<file path="src/rtl/decoder3to8_seq.sv">
// decoder3to8_seq: sequenced 3-to-8 decoder.
//
// Codes arrive over a valid/ready handshake and are buffered in a small FIFO.
// Each code is then replayed as a one-hot byte. The byte is held for HOLD
// cycles and followed by GAP all-zero cycles, which gives downstream one-hot
// consumers stretched and separated pulses.
//
// Ports:
//   clk         single clock, rising edge
//   rst         synchronous, active-high reset
//   code_in     3-bit code to decode (bit 2 is MSB)
//   code_valid  code_in is valid this cycle
//   code_ready  FIFO can accept (not full and not just out of reset)
//   o           registered one-hot word, zero when idle or in gap
//   o_valid     o carries a decoded word
//   busy        FIFO non-empty or sequencer not idle
//   word_count  saturating count of words that completed their hold time
module decoder3to8_seq #(
  parameter int HOLD  = 4,  // 1..255
  parameter int GAP   = 1,  // 0..255
  parameter int DEPTH = 4   // power of two, >= 2
) (
  input  logic        clk,
  input  logic        rst,
  input  logic [2:0]  code_in,
  input  logic        code_valid,
  output logic        code_ready,
  output logic [7:0]  o,
  output logic        o_valid,
  output logic        busy,
  output logic [15:0] word_count
);

  localparam int AW = $clog2(DEPTH);

  localparam logic [1:0] S_IDLE  = 2'd0;
  localparam logic [1:0] S_DRIVE = 2'd1;
  localparam logic [1:0] S_GAP   = 2'd2;

  // Counter preload values. The counter counts down to zero, so a phase of
  // N cycles is loaded with N-1.
  localparam logic [7:0] HOLD_LD = 8'(HOLD - 1);
  localparam logic [7:0] GAP_LD  = 8'((GAP > 0) ? GAP - 1 : 0);

  // ---------------------------------------------------------------------------
  // FIFO
  // ---------------------------------------------------------------------------
  logic [2:0]    mem_q [DEPTH];
  logic [AW-1:0] wr_ptr_q, wr_ptr_d;
  logic [AW-1:0] rd_ptr_q, rd_ptr_d;
  logic [AW:0]   occ_q, occ_d;
  logic          rst_q;
  logic          push, pop, fifo_empty;
  logic [2:0]    head;

  assign fifo_empty = (occ_q == '0);
  // Occupancy never exceeds DEPTH = 2**AW, so its MSB alone signals full.
  assign code_ready = ~occ_q[AW] & ~rst_q;
  assign push       = code_valid & code_ready;
  assign head       = mem_q[rd_ptr_q];

  always_comb begin
    wr_ptr_d = push ? wr_ptr_q + AW'(1) : wr_ptr_q;
    rd_ptr_d = pop  ? rd_ptr_q + AW'(1) : rd_ptr_q;
    case ({push, pop})
      2'b10:   occ_d = occ_q + (AW+1)'(1);
      2'b01:   occ_d = occ_q - (AW+1)'(1);
      default: occ_d = occ_q;
    endcase
  end

  // NOTE: storage has no reset; the pointers and the occupancy count define
  // which entries are live, so stale data is never observed.
  always_ff @(posedge clk) begin
    if (push) mem_q[wr_ptr_q] <= code_in;
  end

  // ---------------------------------------------------------------------------
  // Sequencer
  // ---------------------------------------------------------------------------
  logic [1:0]  state_q, state_d;
  logic [7:0]  cnt_q, cnt_d;
  logic [7:0]  o_q, o_d;
  logic        o_valid_q, o_valid_d;
  logic [15:0] wc_q, wc_d;
  logic        start_word;

  // NOTE: every signal written here gets a default first so that no path
  // leaves it unassigned, which would otherwise infer a latch.
  always_comb begin
    state_d    = state_q;
    cnt_d      = cnt_q;
    o_d        = o_q;
    o_valid_d  = o_valid_q;
    wc_d       = wc_q;
    start_word = 1'b0;

    case (state_q)
      S_IDLE: begin
        o_d       = 8'h00;
        o_valid_d = 1'b0;
        start_word = ~fifo_empty;
      end

      S_DRIVE: begin
        if (cnt_q != 8'd0) begin
          cnt_d = cnt_q - 8'd1;
        end else begin
          if (wc_q != 16'hFFFF) wc_d = wc_q + 16'd1;
          if (GAP > 0) begin
            o_d       = 8'h00;
            o_valid_d = 1'b0;
            cnt_d     = GAP_LD;
            state_d   = S_GAP;
          end else if (!fifo_empty) begin
            // Back-to-back words: reload directly with no zero cycle.
            start_word = 1'b1;
          end else begin
            o_d       = 8'h00;
            o_valid_d = 1'b0;
            state_d   = S_IDLE;
          end
        end
      end

      S_GAP: begin
        if (cnt_q != 8'd0) begin
          cnt_d = cnt_q - 8'd1;
        end else if (!fifo_empty) begin
          start_word = 1'b1;
        end else begin
          state_d = S_IDLE;
        end
      end

      default: begin
        state_d   = S_IDLE;
        cnt_d     = 8'd0;
        o_d       = 8'h00;
        o_valid_d = 1'b0;
      end
    endcase

    if (start_word) begin
      o_d       = 8'd1 << head;
      o_valid_d = 1'b1;
      cnt_d     = HOLD_LD;
      state_d   = S_DRIVE;
    end
  end

  assign pop = start_word;

  // NOTE: state registers use non-blocking assignments so that every flop
  // samples its pre-edge inputs, whatever the order of the statements.
  always_ff @(posedge clk) begin
    rst_q <= rst;
    if (rst) begin
      wr_ptr_q  <= '0;
      rd_ptr_q  <= '0;
      occ_q     <= '0;
      state_q   <= S_IDLE;
      cnt_q     <= 8'd0;
      o_q       <= 8'h00;
      o_valid_q <= 1'b0;
      wc_q      <= 16'd0;
    end else begin
      wr_ptr_q  <= wr_ptr_d;
      rd_ptr_q  <= rd_ptr_d;
      occ_q     <= occ_d;
      state_q   <= state_d;
      cnt_q     <= cnt_d;
      o_q       <= o_d;
      o_valid_q <= o_valid_d;
      wc_q      <= wc_d;
    end
  end

  assign o          = o_q;
  assign o_valid    = o_valid_q;
  assign word_count = wc_q;
  assign busy       = ~fifo_empty | (state_q != S_IDLE);

endmodule

</file>
<file path="config.mk">
export PLATFORM = sky130hd
export DESIGN_NAME = decoder3to8_seq
export DESIGN_NICKNAME = d
export VERILOG_FILES = /design/src/rtl/decoder3to8_seq.sv
export SDC_FILE = /design/constraint.sdc
export NUM_CORES = 1
export LEC_CHECK = 0
export CORE_MARGIN = 2
export CORE_UTILIZATION = 55
export CTS_CLUSTER_SIZE = 30
export DETAILED_ROUTE_END_ITERATION = 12
export PLACE_DENSITY = 0.79
export SLEW_MARGIN = 20
export SYNTH_ARGS = -nofsm -noshare
export SYNTH_HDL_FRONTEND = slang
export SYNTH_SLANG_ARGS = --single-unit
</file>
<file path="constraint.sdc">
create_clock -name clk -period 3.25 [get_ports clk]
set_clock_uncertainty 0.05 [all_clocks]
set_input_delay 0.4875 -clock clk [delete_from_list [all_inputs] [get_ports clk]]
set_output_delay 0.4875 -clock clk [all_outputs]
set_load 0.05 [all_outputs]
</file>
Word-level counts from Yosys, hierarchy flattened. Memories as Yosys holds them, arrays and structs flattened. A register that Yosys moved wholly into a read port is not among the register bits. Index checks and enable logic that the tools add are counted.

Bits of input ports: 6. Output and inout bits: 27. RAM bits: 12. Latch bits: 0. Memories: 1. Register bits: 43. Bits in read-only memories: 0.

Memories: mem_q (depth 4, width 3, read ports 1, clocked after Yosys merged registers in 1, wr ports 1, RTL line 48) `logic [2:0] mem_q [DEPTH];`.

Bitwise operators: 8. Shift operators: 1. Add/sub/neg operators: 6. Reduce and logical (&&, ||, !) cells: 12. Multipliers: 0. Muxes and demuxes: 23. $lt $le $gt $ge: 0. Eq/ne operators: 15. Div/mod/pow operators: 0.

Operator list (number): 8-bit 2-to-1 mux (4); 8-bit one-hot mux with 3 select lines (1); 16-bit by 1-bit adder with 16-bit output, second input constant (1); 16-bit != test, second input constant (1); 8-bit one-hot mux with 2 select lines (1); 2-bit 2-to-1 mux (6); 2-bit != test, second input constant (6); 3-bit != test, second input constant (4); 4-bit AND reduction (2); 8-bit nonzero test (1); 1-bit by 3-bit << shifter with 8-bit output, first input constant (1); 8-bit by 1-bit subtractor with 8-bit output, second input constant (1); 1-bit 2-to-1 mux (7); 2-bit one-hot mux with 3 select lines (1); 3-bit one-hot mux with 2 select lines (1); 2-bit AND reduction (3); 1-bit inverter (5); 2-bit by 1-bit adder with 2-bit output, second input constant (2); 2-bit by 1-bit equality test with 1-bit output, second input constant (2); 2-bit equality test, second input constant (2); 1-bit one-hot mux with 2 select lines (2); 2-bit nonzero test (2); 3-bit by 1-bit adder with 3-bit output, second input constant (1); 3-bit zero test (1); other kinds (6) (7).

Logic depth before layout (Yosys ltp).
Word-level depth: 6. Depth in mapped cells: 13.

Least setup slack after synthesis. Ideal clock, no wire load.

Kind: register to register. Start point: register cnt_q[0]. End point: register occ_q[2]. Arrival time: 2.757 ns. Setup slack: 0.373 ns. Cell stages (with the launch flop): 13. Required time: 3.129 ns. Period minus slack after synthesis: 2.877 ns. Cell sequence: dfxtp_1 > inv_1 > ha_1 > or4b_4 > o31ai_2 > nand2_1 > inv_1 > ha_1 > inv_1 > fa_1 > xor2_1 > or3_1 > a21oi_1.

Word-level cells in the longest chain between the ends: 5. Elaborated cells between the ends (all ways): 7.

Ends and longest elaborated chain: start, declared (RTL line 82) `logic [7:0] cnt_q, cnt_d;`; start signal, assigned (RTL line 172) `cnt_q <= cnt_d;`; 8-bit nonzero test * (RTL line 106, 127); 1-bit 2-to-1 mux * (RTL line 127) `if (cnt_q != 8'd0) begin`; 1-bit one-hot mux with 2 select lines * (RTL line 98) `case (state_q)`; 2-bit by 1-bit equality test with 1-bit output or 2-bit equality test (tied branches) (RTL line 65) `case ({push, pop})`; 3-bit one-hot mux with 2 select lines or 2-bit nonzero test (tied branches); end signal, assigned (RTL line 161) `occ_q <= '0;`; end signal, assigned (RTL line 170) `occ_q <= occ_d;`; end, declared (RTL line 51) `logic [AW:0] occ_q, occ_d;`.

Mark *: on every way between the ends. The rest lies on a longest branch, timed or not. A chain may end at the register's enable or synchronous reset.

Final worst setup path. Same ends and word-level chain as after synthesis.

==> flow_metrics.env <==
export IMPL_critPathCapture="occ_q[2]$_SDFFE_PP0P_"
export IMPL_drcViolationCount=0
export IMPL_rows=25
export IMPL_crit_cells=12
export IMPL_initial_core_util=0.578
export IMPL_layout_min_cycle_time_ps=3050
export IMPL_vias=2350
export IMPL_critPathLaunch="cnt_q[0]$_SDFFE_PP0P_"
export IMPL_dp_hpwl_um=4180
export IMPL_critPathMaxFanout=5
export IMPL_place_congestion=0.896
export IMPL_fmax_mhz=328
export IMPL_comb_power_share=0.428
export IMPL_htreeDepth=3
export IMPL_synthArstFlopShare=0
export IMPL_synth_seq_cells=57
export IMPL_worstSetupStartpointType="flop"
export IMPL_die_h_um=74.9
export IMPL_drv_slew=0
export IMPL_r2r_end="occ_q[2]$_SDFFE_PP0P_"
export IMPL_cts_buffers=9
export IMPL_viasPerCell=5.86
export IMPL_slew_headroom=0.479
export IMPL_cp_end_kind="flop"
export IMPL_grt_pass1_wl_um=9760
export IMPL_drtPass1Iterations=5
export IMPL_syn_to_final_growth_pct=22.8
export IMPL_p_sw_frac=0.401
export IMPL_synth_cell_type_count=48
export IMPL_irDropWorstVdd_mv=0.483
export IMPL_layout_cells_non_filler=401
export IMPL_ant_nets=0
export IMPL_avgRoutedWirePerCell_um=14.7
export IMPL_wl_um=5880
export IMPL_clkLatencyLatePin_ps=330
export IMPL_cpMostUsedCell="inv_1"
export IMPL_fin_nets=347
export IMPL_reg2reg_from="cnt_q[0]$_SDFFE_PP0P_"
export IMPL_synth_warnings=0
export IMPL_maxCapViolCount=0
export IMPL_synth_area_sq_um=2770
export IMPL_gr_total_overflow=0
export IMPL_worst_hold_path_type="reg -> reg"
export IMPL_finalHoldViolations=0
export IMPL_rsz0062_at_grt="false"
export IMPL_ys_seq_area_frac=0.456
export IMPL_fillers=385
export IMPL_status="completed"
export IMPL_clockPowerShare=0.227
export IMPL_power_leakage_nw=1.11
export IMPL_internal_power_mw=1.62
export IMPL_pwr_share_seq=0.345
export IMPL_io_buffers=32
export IMPL_max_stage_delay_ps=510
export IMPL_dpl_cell_area_sq_um=3200
export IMPL_synth_edf_count=12
export IMPL_clk_root_buffer_cell="clkbuf_8"
export IMPL_diodes=0
export IMPL_tritoncts="yes"
export IMPL_syn_area_per_cell_sq_um=9.71
export IMPL_synth_cells=285
export IMPL_syn_num_nets=303
export IMPL_die_width_um=74.9
export IMPL_io_pins=33
export IMPL_required_ps=3440
export IMPL_cts_hold_buf=0
export IMPL_dominantRegCellSynth="dfxtp_1"
export IMPL_rrSetupSlack_ps=200
export IMPL_worstPathCellList="inv_1, ha_1, or4b_4, o31ai_4, nand2_1, inv_1, ha_1, inv_1, fa_1, xor2_1, or3_1, a21oi_1"
export IMPL_tns_ps=0
export IMPL_path_class="reg -> reg"
export IMPL_critical_path_arrival_ps=3240
export IMPL_cts_clk_slew_worst_paths_ps=60
export IMPL_core_area_sq_um=4790
export IMPL_cts_sinks=57
export IMPL_tightest_slew_ps=774
export IMPL_setup_viol=0
export IMPL_post_route_period_util=0.939
export IMPL_worst_path_buf_inv=3
export IMPL_grt_antenna_before_repair=0
export IMPL_dp_cells=383
export IMPL_powerDensity_nw_per_um2=795
export IMPL_grt_usage=0.231
export IMPL_fin_area_sq_um=3400
export IMPL_grt_pass1_vias=2222
export IMPL_net_switching_power_mw=1.08
export IMPL_grt_start_max_net_pins=24
export IMPL_drive_above_1_share=0.108
export IMPL_cts_path_max_buffers=2
export IMPL_total_power_mw=2.70
export IMPL_r2r_cells=12
export IMPL_cp_slowest_cell="or4b_4"
export IMPL_crit_family="simple AND/OR/NAND/NOR gates"
export IMPL_dieArea_sq_um=5610
export IMPL_drt_first_iter_violations=153
-- Yosys cell counts, drive strengths merged (2+ instances only) --
cell / n / area (sq um)
o21ai: 14 / 70.1
and4: 2 / 17.5
dfxtp: 45 / 901
nand2: 11 / 41.3
clkbuf: 8 / 30.0
a21oi: 25 / 125
o32ai: 8 / 70.1
or3b: 3 / 26.3
nor3: 5 / 30.0
nand3: 8 / 40.0
a31oi: 4 / 25.0
or4: 8 / 60.1
xnor2: 4 / 35.0
o31ai: 10 / 80.1
inv: 26 / 97.6
a311oi: 2 / 17.5
or2: 3 / 18.8
o41ai: 3 / 26.3
nor2: 16 / 60.1
nand4: 8 / 50.1
mux4: 3 / 67.6
or3: 12 / 80.1
nor4: 4 / 40.0
nor4b: 2 / 23.8
ha: 11 / 138
nor3b: 2 / 15.0
or4b: 2 / 23.8
edfxtp: 12 / 360
xor2: 4 / 35.0
and2: 5 / 31.3
o311ai: 2 / 17.5
a2111oi: 3 / 26.3
-- power groups by stage --
stage               logic, mW  clock network, mW  registers, mW
CTS                      1.09              0.626          0.932
global placement         1.05                  0          0.940
detailed placement       1.08                  0          0.944
global route             1.27              0.648          0.946
finish                   1.16              0.614          0.933
floorplan               0.722                  0          0.999
-- worst min-delay path by stage --
stage	from	to	slack, ps	depth (start not counted)
floorplan	cnt_q[4]$_SDFFE_PP0P_	cnt_q[4]$_SDFFE_PP0P_	420	2
global placement	o[2]$_SDFFE_PP0P_	o[2]$_SDFFE_PP0P_	420	2
finish	o[1]$_SDFFE_PP0P_	o[1]$_SDFFE_PP0P_	430	2
CTS	o[5]$_SDFFE_PP0P_	o[5]$_SDFFE_PP0P_	440	2
global route	o[5]$_SDFFE_PP0P_	o[5]$_SDFFE_PP0P_	450	2
detailed placement	o[2]$_SDFFE_PP0P_	o[2]$_SDFFE_PP0P_	430	2
-- flip-flops by register name, summed over array words and instances, names as in the netlist, named ones only --
register,flops
word_count,16
mem_q,12
cnt_q,8
o,8
occ_q,3
rd_ptr_q,2
state_q,2
wr_ptr_q,2
o_valid,1
rst_q,1
-- kinds of logic after synthesis --
kind of cell             Yosys count  synth area share
buffers and inverters             35            0.0475
XOR/XNOR                           8            0.0253
AO/OA/AOI/OAI                     76             0.180
AND/OR/NAND/NOR                   94             0.210
adder cells (fa/ha/maj)           12            0.0570
multiplexers                       3            0.0244
flip-flops                        57             0.456
-- metrics by stage --
stage / worst slack [ps] / util / hold slack, ps
3_5_place_dp: 173 / 0.668 / 428
3_3_place_gp: 359 / 0.668 / 418
6_report: 199 / 0.710 / 435
4_1_cts: 141 / 0.705 / 438
2_1_floorplan: 373 / - / 423
5_1_grt: 22.2 / 0.710 / 451
-- layout make-up --
type / instances / area [sq um] / share of cell area
well taps: 67 / 83.8 / 0.0247
flip-flops and latches: 57 / 1260 / 0.371
clock buffers: 11 / 131 / 0.0387
multi-input cells: 193 / 1380 / 0.407
inverters: 26 / 97.6 / 0.0287
clock inverters: 5 / 46.3 / 0.0136
repair buffers: 42 / 395 / 0.116
-- worst min-delay path: stages, from the launching register on --
cell,delay (ps)
dfxtp_1,310
inv_1,50
o32ai_1,80
-- per-layer routing --
metal / part of all wire / vias to the layer above / track usage / routed length, um
met5: 0 / - / 0 / 0
met4: 0.023 / 0 / 0.133 / 134
met3: 0.046 / 11 / 0.0482 / 269
met2: 0.49 / 73 / 0.392 / 2910
met1: 0.44 / 1099 / 0.271 / 2570
li1: - / 1167 / - / -
-- layout by cell type (no fill, tap or decap), types with 2 or more instances in the layout --
master           netlist  final
inv_1                 26     26
nor2_1                16     16
a2111oi_0              3      3
xnor2_1                4      4
a311oi_1               2      2
clkinv_1               0      3
clkdlybuf4s50_1        0     32
nand2_1               11     11
o32ai_1                8      8
and4_1                 2      2
a31oi_1                4      4
nor4_1                 3      3
xor2_1                 4      4
or3b_2                 3      3
edfxtp_1              12     12
and2_1                 5      5
or3_1                 11     11
clkbuf_1               8      2
a21oi_1               25     25
nor3b_1                2      2
or4_1                  8      8
o21ai_0               14     14
clkbuf_8               0      9
o31ai_1                9      9
or2_2                  3      3
nand4_1                8      8
o311ai_0               2      2
mux4_2                 3      3
ha_1                  11     11
dfxtp_1               45     45
nand3_1                8      8
o41ai_1                3      3
nor3_1                 4      4
buf_4                  0     10
-- what timing repair did --
| item | in CTS | in global routing |
|---|---|---|
| resized for setup | 0 | 1 |
| setup endpoints to repair | 0 | 1 |
| setup buffers | 0 | 2 |
Note: power is estimated with default switching activity, not from simulation.
